**src/rtl/imul_seq.sv**
```systemverilog
// Iterative shift-and-add multiplier: NB iterations of one NB+1-bit add, signed
// operands handled by magnitude multiply plus a final conditional negate.
module imul_seq #(
    parameter int NB = 16
) (
    input  logic            Clock,
    input  logic            Reset,
    input  logic            iStart,
    input  logic            iSigned,
    input  logic [NB-1:0]   iA,
    input  logic [NB-1:0]   iB,
    output logic [2*NB-1:0] oResult,
    output logic            oBusy,
    output logic            oDone
);

    localparam int CW = $clog2(NB + 1);

    typedef enum logic [1:0] {
        S_IDLE,
        S_BUSY,
        S_DONE
    } state_t;

    state_t          r_state;
    state_t          w_next;
    logic [NB-1:0]   r_acc;
    logic [NB-1:0]   r_mplr;
    logic [NB-1:0]   r_mcand;
    logic            r_neg;
    logic [CW-1:0]   r_cnt;
    logic [2*NB-1:0] r_result;

    logic [NB-1:0]   w_mag_a;
    logic [NB-1:0]   w_mag_b;
    logic [NB:0]     w_sum;
    logic [2*NB-1:0] w_prod;
    logic            w_last;

    // -2^(NB-1) negates to itself, which read as unsigned is the correct magnitude.
    assign w_mag_a = (iSigned && iA[NB-1]) ? -iA : iA;
    assign w_mag_b = (iSigned && iB[NB-1]) ? -iB : iB;

    assign w_sum  = {1'b0, r_acc} + (r_mplr[0] ? {1'b0, r_mcand} : '0);
    // Product as it will stand after this cycle's shift; captured on the final iteration.
    assign w_prod = {w_sum, r_mplr[NB-1:1]};
    assign w_last = (r_cnt == CW'(1));

    // NOTE: sequential state uses non-blocking assignments so every register
    // samples pre-edge values regardless of statement order.
    always_ff @(posedge Clock) begin
        if (Reset) r_state <= S_IDLE;
        else       r_state <= w_next;
    end

    // NOTE: w_next gets a default before the case so no path leaves it unassigned
    // (which would infer a latch).
    always_comb begin
        w_next = r_state;
        unique case (r_state)
            S_IDLE:  if (iStart) w_next = S_BUSY;
            S_BUSY:  if (w_last) w_next = S_DONE;
            S_DONE:  w_next = S_IDLE;
            default: w_next = S_IDLE;
        endcase
    end

    always_comb begin
        oBusy   = (r_state == S_BUSY);
        oDone   = (r_state == S_DONE);
        oResult = r_result;
    end

    always_ff @(posedge Clock) begin
        if (Reset) begin
            r_acc    <= '0;
            r_mplr   <= '0;
            r_mcand  <= '0;
            r_neg    <= 1'b0;
            r_cnt    <= '0;
            r_result <= '0;
        end else begin
            unique case (r_state)
                S_IDLE: begin
                    if (iStart) begin
                        r_mcand <= w_mag_a;
                        r_mplr  <= w_mag_b;
                        r_neg   <= iSigned & (iA[NB-1] ^ iB[NB-1]);
                        r_acc   <= '0;
                        r_cnt   <= CW'(NB);
                    end
                end
                S_BUSY: begin
                    r_acc  <= w_sum[NB:1];
                    r_mplr <= {w_sum[0], r_mplr[NB-1:1]};
                    r_cnt  <= r_cnt - CW'(1);
                    if (w_last) r_result <= r_neg ? -w_prod : w_prod;
                end
                default: ;
            endcase
        end
    end

endmodule

```
**config.mk**
```make
export PLATFORM = sky130hd
export DESIGN_NAME = imul_seq
export DESIGN_NICKNAME = d
export VERILOG_FILES = /design/src/rtl/imul_seq.sv
export SDC_FILE = /design/constraint.sdc
export NUM_CORES = 1
export LEC_CHECK = 0
export ABC_AREA = 0
export CORE_AREA = 2 2 198 122
export CTS_BUF_LIST = sky130_fd_sc_hd__clkbuf_16
export CTS_CLUSTER_SIZE = 16
export DETAILED_ROUTE_END_ITERATION = 12
export DIE_AREA = 0 0 200 124
export DONT_BUFFER_PORTS = 1
export SLEW_MARGIN = 20
export SYNTH_ARGS = -nofsm -noshare
export SYNTH_HDL_FRONTEND = slang
export SYNTH_SLANG_ARGS = --single-unit
```
**constraint.sdc**
```tcl
create_clock -name Clock -period 6.8 [get_ports Clock]
set_input_delay 2.04 -clock Clock [delete_from_list [all_inputs] [get_ports Clock]]
set_output_delay 2.04 -clock Clock [all_outputs]
set_load 0.01 [all_outputs]
```
# ---- Yosys cells after proc, flatten, opt, wreduce, memory -nomap -nowiden
# Cells that the tools add are included.
# Widths: inputs -> output; s select.
dict set report totals {
  reg_bits 88
  input_bits 36
  output_inout_bits 34
  wordCells 40
}
dict set report classes {
  n_addsub 5
  n_eq_ne 5
  muxes 13
  bitwise_logic 2
  n_reduce_logical 8
}
# operator count
set op_table {}
lappend op_table {{$mux 16} 5}
lappend op_table {{$pmux 16 s2} 2}
lappend op_table {{$mux 32} 1}
lappend op_table {{$neg 16->16} 2}
lappend op_table {{$neg 32->32} 1}
lappend op_table {{$add 16x16->17} 1}
lappend op_table {{$pmux 5 s2} 1}
lappend op_table {{$reduce_and 2->1} 4}
lappend op_table {{$eq 5x1->1 const B} 1}
lappend op_table {{$mux 5} 1}
lappend op_table {{$sub 5x1->5 const B} 1}
lappend op_table {{$mux 2} 2}
lappend op_table {{$pmux 2 s2} 1}
lappend op_table {{$eq 2x1->1 const B} 1}
lappend op_table {{$eq 2x2->1 const B} 1}
lappend op_table {{$logic_and 1x1->1} 2}
lappend op_table {{$logic_not 2->1} 1}
lappend op_table {{$ne 2x1->1 const B} 1}
lappend op_table {{$ne 2x2->1 const B} 1}
lappend op_table {{$reduce_bool 2->1} 1}
lappend op_table {{$and 1x1->1} 1}
lappend op_table {{$xor 1x1->1} 1}

# ---- Depth between registers and ports, before layout
dict set report depth {
  word_depth 4
  ltp_mapped 12
  ltp_nobuf 11
}

# ---- Worst setup path after synthesis
# Ideal clock, no wire load.
dict set report synth_path {
  path_kind {input-to-reg}
  start {input iA[0]}
  end {register r_mcand[13]}
  setup_time_ps 132
  t_arrival_ps 3455
  required_time_ps 6668
  slack_ps 3213
  cell_stages 8
  n_path_buf 0
  path_cell_list {nor3_1 > nand3_1 > or4_1 > o21bai_1 > o21ai_0 > xor2_1 > nand2_1 > a21oi_1}
}
dict set report synth_via {
  elab_chain_len 2
}
# item line_no
set synth_lines {}
lappend synth_lines {{start: declaration} 10} ;# input logic [NB-1:0] iA,
lappend synth_lines {{$neg 16->16} 41} ;# assign w_mag_a = (iSigned && iA[NB-1]) ? -iA : iA;
lappend synth_lines {{$mux 16} 41}
lappend synth_lines {{end signal: assignment} 86} ;# r_mcand <= w_mag_a;
lappend synth_lines {{end: declaration} 29} ;# logic [NB-1:0] r_mcand;
# Every way passes these cells.
# A chain may end at the register's enable or synchronous reset.

# ---- Worst setup path in the final report
dict set report layout_path {
  start {register r_mplr[0]}
  end {register r_result[26], in the netlist oResult[26]}
}
dict set report layout_via {
  elab_chain_len 4
}
# item line_no
set layout_lines {}
lappend layout_lines {{start: declaration} 28} ;# logic [NB-1:0] r_mplr;
lappend layout_lines {{start signal: assignment} 87} ;# r_mplr <= w_mag_b;
lappend layout_lines {{start signal: assignment} 95} ;# r_mplr <= {w_sum[0], r_mplr[NB-1:1]};
lappend layout_lines {{$mux 16 *} 44} ;# assign w_sum = {1'b0, r_acc} + (r_mplr[0] ? {1'b0, r_mcand} : '0);
lappend layout_lines {{$add 16x16->17 *} 44}
lappend layout_lines {{$neg 32->32} 97} ;# if (w_last) r_result <= r_neg ? -w_prod : w_prod;
lappend layout_lines {{$mux 32 *} 97}
lappend layout_lines {{end signal: assignment} 97}
lappend layout_lines {{end: declaration} 32} ;# logic [2*NB-1:0] r_result;
# Every way passes the cells marked *; elsewhere a longest branch is shown, timed or not.

==> results.cfg <==
[layout]
layout-drive-gt1-share_pct = 7.08
syn2layout_area_growth_pct = 10.1
fin_nets = 759
final_cell_mix = 88 x dfxtp_1, 83 x nor2_1, 78 x nand2_1, 66 x a21oi_1, 32 x xor2_1
final_common_cell = dfxtp_1
n_antenna_cell = 0
post-route-util_pct = 27.4

[critical_path]
cpMostUsedCell = and2_1
reg2reg_slack_ns = 3.16
worstSetupPathType = reg -> reg
reg2reg_to = oResult[26]
cp.arrival_ns = 3.85
crit_path_max_fanout = 17
r2r_cells = 11
crit_path_max_incr_delay_ns = 0.68
timing.rr.start = r_mplr[0]
cp-startpoint = r_mplr[0]
critPathRequiredTime_ns = 7.01
path_cells = and2_1 -> ha_1 -> fa_1 -> a211o_1 -> and2_1 -> o311ai_2 -> or4_4 -> nor2_2 -> a21oi_1 -> xor2_1 -> a211oi_1
cp-end-kind = flop
slowest_stage = o311ai_2
crit_path_end = oResult[26]
start_kind = flop

[timing]
period_share_pct = 53.6
finalSetupViolations = 0
worst_slew_pin_slew_ns = 1.01
finalMaxSlewViolations = 0
slew_headroom_pct = 32.5
fmax_mhz = 274
skew_ns = 0.00759
period_needed_ns = 3.64
setup_tns_ns = 0
hold_viol_final = 0
rsz0062_at_grt = false

[cts]
clk_latency_ns = 0.35
clkTransAtPathRegs_ns = 0.07
htree_num_levels = 3
cts_hold_buf = 0
clockBufferDepth = 2
clock-sinks = 88
postCtsSetupBuffers = 0
clockRootBuffer = clkbuf_16
numCtsBuffers = 9
cts_tree = done
cts_resized = 0

[grt]
gr-total-overflow = 0
grt_antenna_before_repair = 0
grt_pass1_wl_um = 25600
groute.usage.overall_pct = 13.9
grt_pass1_vias = 4178
grt_max_degree = 89

[detailed_routing]
vias = 5229
ant_nets = 0
drt_wl_total_um = 17300
dr.first_iter.drc_count = 573
viasPerCell = 5.12
wl_per_cell_um = 16.9
drc = 0
firstDrtPassIters = 4

[pwr]
swShare_pct = 30.0
power.clock.fraction_pct = 39.5
vdd_drop_max_mv = 0.136
p_leak_nw = 2.25
internal_power_mw = 0.908
p_sw_mw = 0.389
p_seq_share_pct = 44.6
combPwrFrac_pct = 15.9
p_per_area_nw_per_um2 = 207

[logic_synthesis]
synth_edf_count = 0
ys_warn_count = 0
ys_types = 71
synth.avg_cell_area_um2 = 7.83
syn_area_um2 = 5690
netlist_top_cells_area = dfxtp_1 31%, a21oi_1 5.8%, nor2_1 5.5%, nand2_1 5.1%, xor2_1 4.9%
ys.flop_type = dfxtp_1
ys_seq_elements = 88
yosys.area.top_type = dfxtp_1
syn_nets = 785
synth_top_cell_area_share_pct = 31.0
synthCells = 727
synth_seq_area_share_pct = 31.0
synthArstFlopShare_pct = 0

[floorplanning]
io_pins = 70
die_h_um = 124
die_w_um = 200
core_area_um2 = 22900
die_area_um2 = 24800
initial_core_util_pct = 24.9
std_cell_rows = 43

[run]
drv_cap = 0

[worst_hold_path]
hold_class = reg -> reg
hold_depth = 2
hp-start = r_mcand[8]

[status]
outcome = complete, no violations

[placement]
io_buffers = 0
gp_congestion = 0.851
post-dp-hpwl_um = 13200
## critical path: cells and delay by family (launching register included)
family	cells	cell delay [ns]
compound gates	4	1.33
simple gates	4	0.76
fa+ha+maj	2	0.70
flops	1	0.42
xor+xnor	1	0.27
## metal layers
| layer | wire, um | GRT usage (%) | up-vias |
|---|---|---|---|
| met5 | 0 | 0 | - |
| met2 | 5060 | 13.3 | 208 |
| met1 | 9910 | 24.3 | 2425 |
| met4 | 104 | 2.08 | 0 |
| met3 | 2200 | 6.15 | 7 |
| li1 | - | - | 2589 |
## power by group through the flow
stage | clock, mW | sequential [mW] | combinational [mW]
floorplan | 0 | 0.573 | 0.169
global placement | 0 | 0.587 | 0.202
detailed placement | 0 | 0.588 | 0.204
CTS | 0.526 | 0.576 | 0.204
global route | 0.548 | 0.581 | 0.230
finish | 0.512 | 0.578 | 0.206
## worst min path at each step
| stage | slack (ns) | to |
|---|---|---|
| after global placement | 0.43 | r_mcand[8] |
| final | 0.45 | r_mcand[8] |
| after CTS | 0.45 | r_mcand[8] |
| after global routing | 0.48 | r_mcand[8] |
| after detailed placement | 0.44 | r_mcand[8] |
| after floorplan | 0.43 | r_mcand[10] |
## synthesized netlist by cell type, drive strengths merged, types with 13 or more instances
| master | n |
|---|---|
| a211oi | 33 |
| a21oi | 66 |
| nand2 | 78 |
| nand3 | 29 |
| xnor2 | 21 |
| nor3 | 13 |
| nor2 | 85 |
| xor2 | 32 |
| dfxtp | 88 |
| inv | 15 |
| o21ai | 32 |
| ha | 21 |
| clkbuf | 33 |
| a22oi | 14 |
| and2 | 22 |
## area by class of cell
type                       count  area, um^2
fill                        2499       16600
sequential                    88        1760
inverter                      15        56.3
tap                          315         394
clock inverter                 7        77.6
multi-input combinational    581        3710
timing repair buffer           6        45.0
clock buffer                   9         225
## state kept, by name (all words and copies together), names as in the netlist
signal	flops
r_mcand	16
r_acc	16
r_neg	1
r_cnt	5
r_state	2
oResult	32
r_mplr	16
## metrics by stage
step / hold WS (ns) / cell area [um^2] / instances / worst slack [ns] / total power, mW
floorplan: 0.427 / 5690 / 727 / 3.21 / 0.742
global placement: 0.431 / 5960 / 1005 / 3.05 / 0.789
detailed placement: 0.440 / 5960 / 1005 / 3.07 / 0.792
CTS: 0.447 / 6260 / 1021 / 3.21 / 1.31
global route: 0.476 / 6270 / 1021 / 2.87 / 1.36
finish: 0.452 / 6270 / 1021 / 3.16 / 1.30
## kinds of logic after synthesis
group           after synthesis  synth area share [%]
simple gates                285                  25.0
mux                           4                 0.726
xor+xnor                     53                  8.16
buf+inv                      58                  4.11
flops                        88                  31.0
fa+ha+maj                    22                  4.97
compound gates              217                  26.1
No activity file was read; power rests on OpenSTA's default activity.
